--- config.mk ---
export PLATFORM = sky130hd
export DESIGN_NAME = bottom_linear_pipe
export DESIGN_NICKNAME = d
export VERILOG_FILES = /design/src/rtl/sbox_pkg.sv /design/src/rtl/bottom_linear_reverse.sv /design/src/rtl/bottom_linear_pipe.sv
export SDC_FILE = /design/constraint.sdc
export NUM_CORES = 1
export LEC_CHECK = 0
export BUFFER_PORTS_ARGS = -buffer_cell sky130_fd_sc_hd__buf_4
export CAP_MARGIN = 20
export CORE_AREA = 2 2 126 128
export CTS_BUF_LIST = sky130_fd_sc_hd__clkbuf_2
export DETAILED_ROUTE_END_ITERATION = 6
export DIE_AREA = 0 0 128 130
export PLACE_DENSITY_LB_ADDON = 0.08
export SYNTH_ARGS = -nofsm -noshare
export SYNTH_HDL_FRONTEND = slang
export SYNTH_SLANG_ARGS = --single-unit
--- constraint.sdc ---
create_clock -name clk -period 4.4 [get_ports clk]
set_input_delay 0.44 -clock clk [delete_from_list [all_inputs] [get_ports clk]]
set_output_delay 0.44 -clock clk [all_outputs]
set_load 0.05 [all_outputs]
--- src/rtl/sbox_pkg.sv ---
// Shared constants for the inverse S-box datapath: product, output and
// intermediate widths of one lane, plus the legal parameter ranges.
package sbox_pkg;

    localparam int M_WIDTH    = 63;
    localparam int W_WIDTH    = 8;
    localparam int P_COUNT    = 29;

    localparam int LANES_MIN  = 1;
    localparam int LANES_MAX  = 16;
    localparam int STAGES_MIN = 1;
    localparam int STAGES_MAX = 4;

    typedef logic [M_WIDTH-1:0] m_vec_t;
    typedef logic [W_WIDTH-1:0] w_vec_t;

endpackage

--- src/rtl/bottom_linear_reverse.sv ---
// Depth-16 reverse bottom linear layer of one lane: maps the nonlinear
// products onto the eight inverse-S-box output bits using XOR only.
module bottom_linear_reverse
    import sbox_pkg::*;
(
    input  logic [M_WIDTH-1:0] m,
    output logic [W_WIDTH-1:0] w
);

    logic [P_COUNT-1:0] p;
    logic               unused_m;

    // Only the last eighteen products reach this layer; the rest feed
    // earlier parts of the S-box and are ignored here.
    assign unused_m = ^m[44:0];

    always_comb begin
        p = '0;
        w = '0;

        p[0]  = m[51] ^ m[60];
        p[1]  = m[57] ^ m[58];
        p[2]  = m[53] ^ m[61];
        p[3]  = m[46] ^ m[49];
        p[4]  = m[47] ^ m[55];
        p[5]  = m[45] ^ m[50];
        p[6]  = m[48] ^ m[59];
        p[7]  = p[0]  ^ p[1];
        p[8]  = m[49] ^ m[52];
        p[9]  = m[54] ^ m[62];
        p[10] = m[56] ^ p[4];
        p[11] = p[0]  ^ p[3];
        p[12] = m[45] ^ m[47];
        p[13] = m[48] ^ m[50];
        p[14] = m[48] ^ m[61];
        p[15] = m[53] ^ m[58];
        p[16] = m[56] ^ m[60];
        p[17] = m[57] ^ p[2];
        p[18] = m[62] ^ p[5];
        p[19] = p[2]  ^ p[3];
        p[20] = p[4]  ^ p[6];
        p[21] = p[2]  ^ p[7];
        p[22] = p[7]  ^ p[8];
        p[23] = p[5]  ^ p[7];
        p[24] = p[6]  ^ p[10];
        p[25] = p[9]  ^ p[11];
        p[26] = p[10] ^ p[18];
        p[27] = p[11] ^ p[24];
        p[28] = p[15] ^ p[20];

        // Output bit 7 carries W0 and bit 0 carries W7.
        w[7] = p[13] ^ p[21];
        w[6] = p[25] ^ p[28];
        w[5] = p[17] ^ p[27];
        w[4] = p[12] ^ p[21];
        w[3] = p[22] ^ p[26];
        w[2] = p[19] ^ p[23];
        w[1] = p[14] ^ p[22];
        w[0] = p[9]  ^ p[16];
    end

endmodule

--- src/rtl/bottom_linear_pipe.sv ---
// Multi-lane reverse bottom linear transform followed by a valid/ready
// register pipeline and a free-running output handshake counter.
module bottom_linear_pipe
    import sbox_pkg::*;
#(
    parameter int LANES       = 4,
    parameter int PIPE_STAGES = 2
)
(
    input  logic                       clk,
    input  logic                       rst,
    input  logic                       in_valid,
    output logic                       in_ready,
    input  logic [M_WIDTH*LANES-1:0]   in_m,
    output logic                       out_valid,
    input  logic                       out_ready,
    output logic [W_WIDTH*LANES-1:0]   out_w,
    output logic [31:0]                beat_count
);

    localparam int DATA_W = W_WIDTH * LANES;

    logic [DATA_W-1:0]      xform_w;
    logic [PIPE_STAGES:0]   stage_ready;
    logic [PIPE_STAGES-1:0] up_valid;
    logic [DATA_W-1:0]      up_data [PIPE_STAGES];
    logic [PIPE_STAGES-1:0] valid_q;
    logic [PIPE_STAGES-1:0] valid_d;
    logic [DATA_W-1:0]      data_q  [PIPE_STAGES];
    logic [DATA_W-1:0]      data_d  [PIPE_STAGES];
    logic [31:0]            beat_count_q;
    logic [31:0]            beat_count_d;
    logic                   out_fire;

    // The transform sits ahead of the registers so they can be retimed into it.
    for (genvar g = 0; g < LANES; g++) begin : g_lane
        bottom_linear_reverse u_xform (
            .m (in_m[M_WIDTH*g +: M_WIDTH]),
            .w (xform_w[W_WIDTH*g +: W_WIDTH])
        );
    end

    always_comb begin
        stage_ready              = '0;
        stage_ready[PIPE_STAGES] = out_ready;
        for (int s = PIPE_STAGES - 1; s >= 0; s--) begin
            stage_ready[s] = !valid_q[s] || stage_ready[s+1];
        end
    end

    always_comb begin
        up_valid    = '0;
        up_valid[0] = in_valid;
        up_data[0]  = xform_w;
        for (int s = 1; s < PIPE_STAGES; s++) begin
            up_valid[s] = valid_q[s-1];
            up_data[s]  = data_q[s-1];
        end
    end

    always_comb begin
        valid_d = valid_q;
        for (int s = 0; s < PIPE_STAGES; s++) begin
            data_d[s] = data_q[s];
            if (stage_ready[s]) begin
                valid_d[s] = up_valid[s];
                data_d[s]  = up_data[s];
            end
        end
    end

    // Reset masks both handshakes so nothing is accepted or delivered that cycle.
    assign in_ready   = stage_ready[0] && !rst;
    assign out_valid  = valid_q[PIPE_STAGES-1] && !rst;
    assign out_fire   = out_valid && out_ready;
    assign out_w      = data_q[PIPE_STAGES-1];
    assign beat_count = beat_count_q;

    always_comb begin
        beat_count_d = beat_count_q + {31'b0, out_fire};
    end

    always_ff @(posedge clk) begin
        if (rst) begin
            valid_q      <= '0;
            beat_count_q <= '0;
        end else begin
            valid_q      <= valid_d;
            beat_count_q <= beat_count_d;
        end
    end

    always_ff @(posedge clk) begin
        for (int s = 0; s < PIPE_STAGES; s++) begin
            data_q[s] <= data_d[s];
        end
    end

endmodule

==> reports/metrics.cfg, run 1 <==
[drt]
vias_per_cell=4.562
vias=3326
drc=0
ant_nets=0
post_drt_wl_per_cell_um=14.53
dr.pass1.iters=4
drt_iter0_drc=173
totalWireLength_um=10590

[synthesis]
synth_edf_count=64
ys_warn_count=0
synth_area_um2=4971
syn-num-nets=676
synthArstFlopShare=0
synth_cell_types=29
yosysSeqAreaShare=0.5235
synth_cells=417
synth_seq_cells=98
synth-main-ff-cell=edfxtp_1
avgSynthCellArea_um2=11.92

[timing]
hold_violations=0
fin_setup_tns_ps=0
post-route-period-util=0.5743
setup_violations=0
layout_min_cycle_time_ps=2527
finClkSkew_ps=20.27
holdWs_ps=150.8
clock.fmax_mhz=395.8
worstMarginPinSlew_ps=533.6
slew_viol_final=0
max_slew_margin=0.6442
rsz0062_at_grt=no

[final_layout]
drive_gt1_frac=0.2966
fin_cells=729
areaGrowthSynthToFinish_pct=22.93
fin_nets=790

[placement]
numPortBuffers=141
place_congestion=0.7514
post-dp-hpwl_um=8088
placed_cells=711

[pwr]
leakage_nw=2.270
ir_worst_vdd_v=0.0001912
power_w=0.002869
pwr-share-clk=0.133
intPower_w=0.001769
power.switching_w=0.001100
switching_share=0.3834
pwr-share-comb=0.384
p_seq_frac=0.483
power_per_cell_area_nw_per_um2=469.4

[worst_hold_path]
hold_start=out_ready
hold_path_depth=4
hold_end=valid_q[1]
worstHoldPathType=in -> reg

[floorplan]
core_um2=15420
die_x_um=128
die_area_um2=16640
ios=322
initial_utilization=0.3223
rows=46
fp.dieH_um=130

[setup_path]
slowest_delay_ps=560
arrival_ps=3080
cp.buffers_inverters=0
crit_fanout=8
reg2reg_slack_ps=1870
setup.worst_path.class=reg -> reg
crit-reg2reg-launch=valid_q[1]
reg2reg_depth=8
crit_path_end_kind=flip-flop
crit_slowest_cell=or4_1
cp_cell_sequence=nor2b_1 > and2_1 > ha_1 > ha_1 > and2_1 > nand2_1 > or4_1 > a21oi_1
crit_family=simple AND/OR/NAND/NOR gates
crit_required_ps=4950
r2r-end=beat_count[30]
start_kind=flip-flop

[clock_tree]
clkTransAtPathRegs_ps=270
cts-root-buf=clkbuf_2
clock_path_buffers=2
clk_latency_ps=590
cts_resized=0
numCtsBuffers=9
cts_tree=yes
cts_sinks=98
cts_max_level=3

[global_route]
overflow=0
grt_first_pass_wirelength_um=16550
grt_start_max_net_pins=38
grt_pass1_vias=3308
grt_usage=0.1310
antenna_found_initial=1

[outcome]
run_status=completed

[job]
maxCapViolCount=0

power by group through the flow:
stage / clock, W / sequential, W / combinational, W
after floorplan: 0 / 0.00138 / 0.000943
after global placement: 0 / 0.00140 / 0.00112
after detailed placement: 0 / 0.00141 / 0.00112
after CTS: 0.000412 / 0.00139 / 0.00112
after global routing: 0.000444 / 0.00142 / 0.00118
final: 0.000381 / 0.00139 / 0.00110
cells in the final DEF, fill, tap and decap left out, types with 11 or more instances in the layout:
master | Yosys | final
a21oi_1 | 17 | 17
nand3_1 | 11 | 11
o31ai_1 | 12 | 12
nor2_1 | 18 | 18
nand2_1 | 12 | 12
or4_1 | 13 | 13
dfxtp_1 | 34 | 34
xnor2_1 | 123 | 123
nand4_1 | 11 | 11
buf_4 | 32 | 143
xor2_1 | 31 | 31
edfxtp_1 | 64 | 64
worst min-delay path, stage by stage:
cell and delay, ps:
buf_4 80, nor2b_1 70, nor2_1 90, nor2_1 40
kinds of logic after synthesis:
kind of cell,count (synthesis),share of synthesized area
fa+ha+maj,3,0.007552
xor+xnor,154,0.2713
flops,98,0.5235
compound gates,32,0.03826
buf+inv,42,0.05638
mux,1,0.002265
simple gates,87,0.1007
sequential cells by signal (all words and copies together), names as in the netlist:
name	count
valid_q	2
beat_count	32
data_q	64
layout make-up:
class / instances / area (um2)
fillers: 1574 / 9314
flip-flops and latches: 98 / 2603
multi-input cells: 277 / 2088
repair buffers: 144 / 1084
well taps: 192 / 240.2
clock buffers: 9 / 45.04
clock inverters: 7 / 45.04
inverters: 1 / 3.754
diodes: 1 / 2.502
Yosys cell counts (all sizes together) (5+ instances only):
master	number	area share
a21oi	17	0.017
and4	5	0.0088
buf	35	0.051
clkbuf	6	0.0045
dfxtp	34	0.14
edfxtp	64	0.39
nand2	12	0.0091
nand3	11	0.011
nand4	12	0.018
nor2	18	0.014
nor2b	5	0.0063
o31ai	12	0.018
or4	13	0.020
xnor2	123	0.22
xor2	31	0.055
what timing repair did:
item / 4_1_cts / 5_1_grt
endpoints found under the hold margin: 1 / 0
hold buffers: 1 / 0
buffers inserted: 0 / 0
stage by stage:
step	worst slack, ps	utilization	area, um2
2_1_floorplan	1261	-	4971
3_3_place_gp	1538	0.3895	6008
3_5_place_dp	1485	0.3895	6008
4_1_cts	1865	0.3960	6108
5_1_grt	1681	0.3962	6111
6_report	1873	0.3962	6111
worst max path at each step:
stage / start / endpoint / cells after the start
after global routing: valid_q[1] / beat_count[28] / 8
after floorplan: rst / beat_count[26] / 10
after global placement: rst / beat_count[26] / 9
after detailed placement: rst / beat_count[30] / 9
after CTS: valid_q[1] / beat_count[30] / 8
final: valid_q[1] / beat_count[30] / 8
metal layers:
metal / global-route usage / share of wire / routed length (um) / up-vias
met5: 0 / 0 / 0 / -
met4: 0.05818 / 0.018 / 192 / 0
met3: 0.07298 / 0.13 / 1352 / 13
met2: 0.1988 / 0.44 / 4702 / 116
met1: 0.1526 / 0.41 / 4346 / 1544
li1: - / - / - / 1653
Note: power is estimated with default switching activity, not from simulation.
==> run 2, diff against run 1 <==
- CORE_AREA: 2 2 126 128 -> 2 2 125 127
- DIE_AREA: 0 0 128 130 -> 0 0 127 129
- clock period: 4.4 -> 2.3 ns (I/O delays scaled with it)
==> reports/metrics.cfg, run 2 (synthesis results as in run 1) <==
[outcome]
run_status=completed

[global_route]
overflow=0  ; unchanged
use_met1=0.1507  ; -0.001899
grt_use_met3=0.07484  ; +0.001863
grtUsageMet2=0.2214  ; +0.02257
antenna_found_initial=1  ; unchanged
grt_start_max_net_pins=37  ; -2.6%
grt_usage=0.1374  ; +0.006359
grt_first_pass_wirelength_um=17360  ; +4.9%
grt_pass1_vias=3507  ; +6.0%
busiest_layer=met2

[floorplan]
die_area_um2=16380  ; -1.5%
core_um2=14980  ; -2.9%
fp.dieH_um=129  ; -0.77%
ios=322  ; unchanged
rows=45  ; -2.2%
initial_utilization=0.3319  ; +0.009639
die_x_um=127  ; -0.78%

[clock_tree]
numCtsBuffers=9  ; unchanged
cts-root-buf=clkbuf_2
cts_sinks=98  ; unchanged
clkTransAtPathRegs_ps=250  ; -20 ps
cts_max_level=3  ; unchanged
clock_path_buffers=2  ; unchanged
cts_tree=yes
clk_latency_ps=600  ; about the same

[pwr]
pwr-share-comb=0.381  ; -0.003
power_per_cell_area_nw_per_um2=857.2  ; +83%
leakage_nw=2.512  ; +11%
switching_share=0.3724  ; -0.01101
power.switching_w=0.002099  ; +91%
pwr-share-clk=0.149  ; +0.016
ir_worst_vdd_v=0.0004106  ; +110%
intPower_w=0.003538  ; +100%
p_seq_frac=0.471  ; -0.012

[drt]
vias=3480  ; +4.6%
post_drt_wl_per_cell_um=14.20  ; -2.2%
ant_nets=0  ; unchanged
drt_iter0_drc=171  ; -1.2%
dr.pass1.iters=4  ; unchanged
drc=0  ; unchanged
totalWireLength_um=10970  ; +3.5%
vias_per_cell=4.508  ; -1.2%

[final_layout]
fillCellCount=1452  ; -7.8%
largest_register=data_q
layout_commonest_cell=buf_4
largest_reg_flops=64  ; unchanged
drive_gt1_frac=0.3173  ; +0.02068
fin_nets=837  ; +5.9%
multi_input_area_um2=2105  ; +0.78%
mostFrequentLayoutCells=buf_4, xnor2_1, edfxtp_1, dfxtp_1, xor2_1
fin_cells=772  ; +5.9%
regArea_um2=2603  ; unchanged
areaGrowthSynthToFinish_pct=32.32

[timing]
worstMarginPinSlew_ps=449.8  ; -83.84 ps
layout_min_cycle_time_ps=2194  ; -333.3 ps
fin_setup_tns_ps=0  ; unchanged
clock.fmax_mhz=455.9  ; +15%
slew_viol_final=0  ; unchanged
hold_violations=0  ; unchanged
finClkSkew_ps=29.24  ; +8.970 ps
setup_violations=0  ; unchanged
post-route-period-util=0.9537  ; +0.3794
max_slew_margin=0.6994  ; +0.05517

[setup_path]
start_kind=flip-flop
setup.worst_path.class=reg -> reg
crit_path_end_kind=flip-flop
arrival_ps=2720  ; -360 ps
crit_fanout=8  ; unchanged
crit_required_ps=2830  ; -2120 ps

[placement]
post-dp-hpwl_um=8390  ; +3.7%
placed_cells=728  ; +2.4%
place_congestion=0.7759  ; +3.3%
numPortBuffers=141  ; unchanged

[job]
maxCapViolCount=0  ; unchanged

[worst_hold_path]
worstHoldPathType=in -> reg

[run 2: worst max-delay path: stages, from the launching register on]
cell	delay (ps)
dfxtp_1	380
nor2b_4	140
and2_4	140
ha_1	160
ha_1	210
and2_1	260
nand2_2	150
or4_1	530
a21oi_1	150
[run 2: layout make-up]
class                           count  share of cell area
Sequential cell                    98              0.3957
Clock inverter                      7             0.01065
Clock buffer                        9            0.006848
Tap cell                          188             0.03576
Timing Repair Buffer              191              0.2302
Multi-Input combinational cell    277              0.3200
Antenna cell                        1           0.0003804
Inverter                            1           0.0005707
[run 2: repair_timing]
item                                    CTS  global route
endpoints found under the setup margin    0             8
gates resized for setup                   0             1
buffers inserted                          0             0
endpoints found under the hold margin    15             0
hold buffers                             27             0
[run 2: metal layers]
| layer | vias up | wire length, um |
|---|---|---|
| met5 | - | 0 |
| met4 | 0 | 229 |
| met3 | 14 | 1306 |
| met2 | 113 | 5056 |
| met1 | 1613 | 4374 |
| li1 | 1740 | - |
[run 2: power by group through the flow]
| stage | registers (W) | clock network, W | logic, W |
|---|---|---|---|
| CTS | 0.00266 | 0.000885 | 0.00218 |
| finish | 0.00265 | 0.000838 | 0.00215 |
| global route | 0.00272 | 0.000954 | 0.00229 |
| global placement | 0.00268 | 0 | 0.00213 |
| detailed placement | 0.00270 | 0 | 0.00213 |
| floorplan | 0.00264 | 0 | 0.00181 |
[run 2: final timing paths]
check	endpoint	start	slack, ps	cells past startpoint
setup / recovery	beat_count[28]	valid_q[1]	110	8
hold / removal	data_q[0][20]	in_m[173]	60	3
setup reg to reg	beat_count[28]	valid_q[1]	110	8
hold reg to reg	data_q[0][39]	data_q[0][7]	430	0
[run 2: stage by stage]
stage | worst slack [ps] | power [W] | hold slack, ps | util | cell area [um2]
after floorplan | 5.451 | 0.004448 | 347.4 | - | 4995
after global routing | -11.64 | 0.005964 | 1.615 | 0.4392 | 6578
after CTS | 43.09 | 0.005730 | 0.005551 | 0.4388 | 6571
after detailed placement | 133.4 | 0.004825 | 405.2 | 0.4130 | 6186
after global placement | 198.2 | 0.004810 | 400.5 | 0.4130 | 6186
final | 106.5 | 0.005638 | 58.03 | 0.4392 | 6578
==> run 3, diff against run 2 <==
- CORE_AREA: 2 2 125 127 -> 2 2 126 128
- DIE_AREA: 0 0 127 129 -> 0 0 128 130
- clock period: 2.3 -> 2.6 ns (I/O delays scaled with it)
==> reports/metrics.cfg, run 3 (synthesis results as in run 1) <==
[global_route]
grt_usage=0.1324  ; -0.004997
overflow=0  ; unchanged
antenna_found_initial=1  ; unchanged
grt_first_pass_wirelength_um=16680  ; -3.9%
grt_start_max_net_pins=37  ; unchanged
grt_pass1_vias=3381  ; -3.6%

[worst_hold_path]
worstHoldPathType=in -> reg

[clock_tree]
cts_max_level=3  ; unchanged
numCtsBuffers=9  ; unchanged
cts-root-buf=clkbuf_2
cts_setup_buffers=0  ; unchanged
clock_path_buffers=2  ; unchanged
clkTransAtPathRegs_ps=280  ; +30 ps
clk_latency_ps=600  ; about the same
cts_sinks=98  ; unchanged
cts_tree=yes

[placement]
placed_area_um2=6076  ; -1.8%
numPortBuffers=141  ; unchanged
place_congestion=0.7787  ; +0.36%
post-dp-hpwl_um=8234  ; -1.9%

[pwr]
power_per_cell_area_nw_per_um2=785.9  ; -8.3%
leakage_nw=2.358  ; -6.1%
ir_worst_vdd_v=0.0002419  ; -41%

[setup_path]
crit_fanout=6  ; -2
start_kind=flip-flop
crit_path_end_kind=flip-flop
startpoint=valid_q[1]
crit-reg2reg-launch=valid_q[1]
cp-endpoint=beat_count[22]
crit_slowest_cell=or4_1
reg2reg_depth=9  ; +1
reg2reg_slack_ps=280  ; +170 ps
cp_cell_sequence=nor2b_4 > and2_1 > ha_1 > ha_1 > and2_1 > buf_4 > nand3_1 > or4_1 > a21oi_1
r2r-end=beat_count[22]
crit_required_ps=3140  ; +310 ps
arrival_ps=2870  ; +150 ps
setup.worst_path.class=reg -> reg
slowest_delay_ps=450  ; -80 ps

[final_layout]
largest_reg_flops=64  ; unchanged
fin_nets=808  ; -3.5%
fillCellCount=1510  ; +4.0%
layout_commonest_cell=buf_4
areaGrowthSynthToFinish_pct=26.86
drive_gt1_frac=0.3069  ; -0.01046
final_area_um2=6306  ; -4.1%
mostFrequentLayoutCells=buf_4, xnor2_1, edfxtp_1, dfxtp_1, xor2_1
multi_input_area_um2=2098  ; -0.30%
regArea_um2=2603  ; unchanged
largest_register=data_q

[drt]
dr.pass1.iters=4  ; unchanged
drc=0  ; unchanged
post_drt_wl_per_cell_um=14.37  ; +1.2%
drt_iter0_drc=126  ; -26%
vias=3374  ; -3.0%
totalWireLength_um=10730  ; -2.1%
vias_per_cell=4.517  ; +0.20%
ant_nets=0  ; unchanged

[timing]
hold_violations=0  ; unchanged
setup_violations=0  ; unchanged
post-route-period-util=0.8929  ; -0.06081
fin_setup_tns_ps=0  ; unchanged
max_slew_margin=0.6394  ; -0.06003
clock.fmax_mhz=430.8  ; -5.5%
slew_viol_final=0  ; unchanged
worstMarginPinSlew_ps=540.9  ; +91.14 ps
finClkSkew_ps=38.72  ; +9.479 ps
rsz0062_at_grt=no
layout_min_cycle_time_ps=2321  ; +128.0 ps

[floorplan]
die_area_um2=16640  ; +1.6%
rows=46  ; +2.2%
ios=322  ; unchanged
fp.dieH_um=130  ; +0.78%
die_x_um=128  ; +0.79%
core_um2=15420  ; +3.0%
initial_utilization=0.3223  ; -0.009639

[outcome]
run_status=completed

[job]
maxCapViolCount=0  ; unchanged

==> run 3: how the worst min path moves through the flow <==
stage               slack, ps          from             to  cells after the start
finish                     60     in_m[174]  data_q[0][17]                      3
global route              0.5     in_m[239]  data_q[0][31]                      3
floorplan                 380      in_valid     valid_q[0]                      2
global placement          400  data_q[0][4]  data_q[0][36]                      0
detailed placement        400  data_q[0][1]  data_q[0][33]                      0
CTS                         7     in_m[174]  data_q[0][17]                      3
==> run 3: what timing repair did <==
item,in CTS,in global routing
gates resized for setup,0,1
endpoints found under the setup margin,0,1
endpoints found under the hold margin,7,1
hold buffers,10,1
==> run 3: area by class of cell <==
type                            count  area share
Clock buffer                        9    0.007143
Multi-Input combinational cell    277      0.3327
Sequential cell                    98      0.4127
Clock inverter                      7     0.01111
Timing Repair Buffer              162      0.1972
Inverter                            1   0.0005952
Tap cell                          192     0.03810
Antenna cell                        1   0.0003968
==> run 3: per-stage QoR <==
stage	instances	util	hold slack, ps	setup WS (ps)	total power (W)
2_1_floorplan	417	-	377.4	89.74	0.003934
3_3_place_gp	719	0.3939	400.3	275.1	0.004252
3_5_place_dp	719	0.3939	404.5	213.1	0.004268
4_1_cts	745	0.4079	6.523	224.3	0.005033
5_1_grt	747	0.4088	0.5294	70.44	0.005234
6_report	747	0.4088	56.34	278.5	0.004956
==> run 3: where the power goes <==
group / internal, W / leakage (nW) / switching, W
clock network: 0.000216 / 0.0599 / 0.000529
registers: 0.00222 / 0.947 / 0.000108
logic: 0.000657 / 1.35 / 0.00122
==> run 3: critical path, delay by kind of cell, from the launching register on <==
family | cells | cell delay, ps
compound gates | 1 | 140
fa+ha+maj | 2 | 380
buf+inv | 1 | 170
flops | 1 | 380
simple gates | 5 | 1230
==> run 3: metal layers <==
| metal | global-route usage | wire length [um] | up-vias |
|---|---|---|---|
| li1 | - | - | 1682 |
| met1 | 0.1413 | 4219 | 1554 |
| met2 | 0.2111 | 4829 | 124 |
| met3 | 0.08241 | 1463 | 14 |
| met4 | 0.05624 | 220 | 0 |
| met5 | 0 | 0 | - |
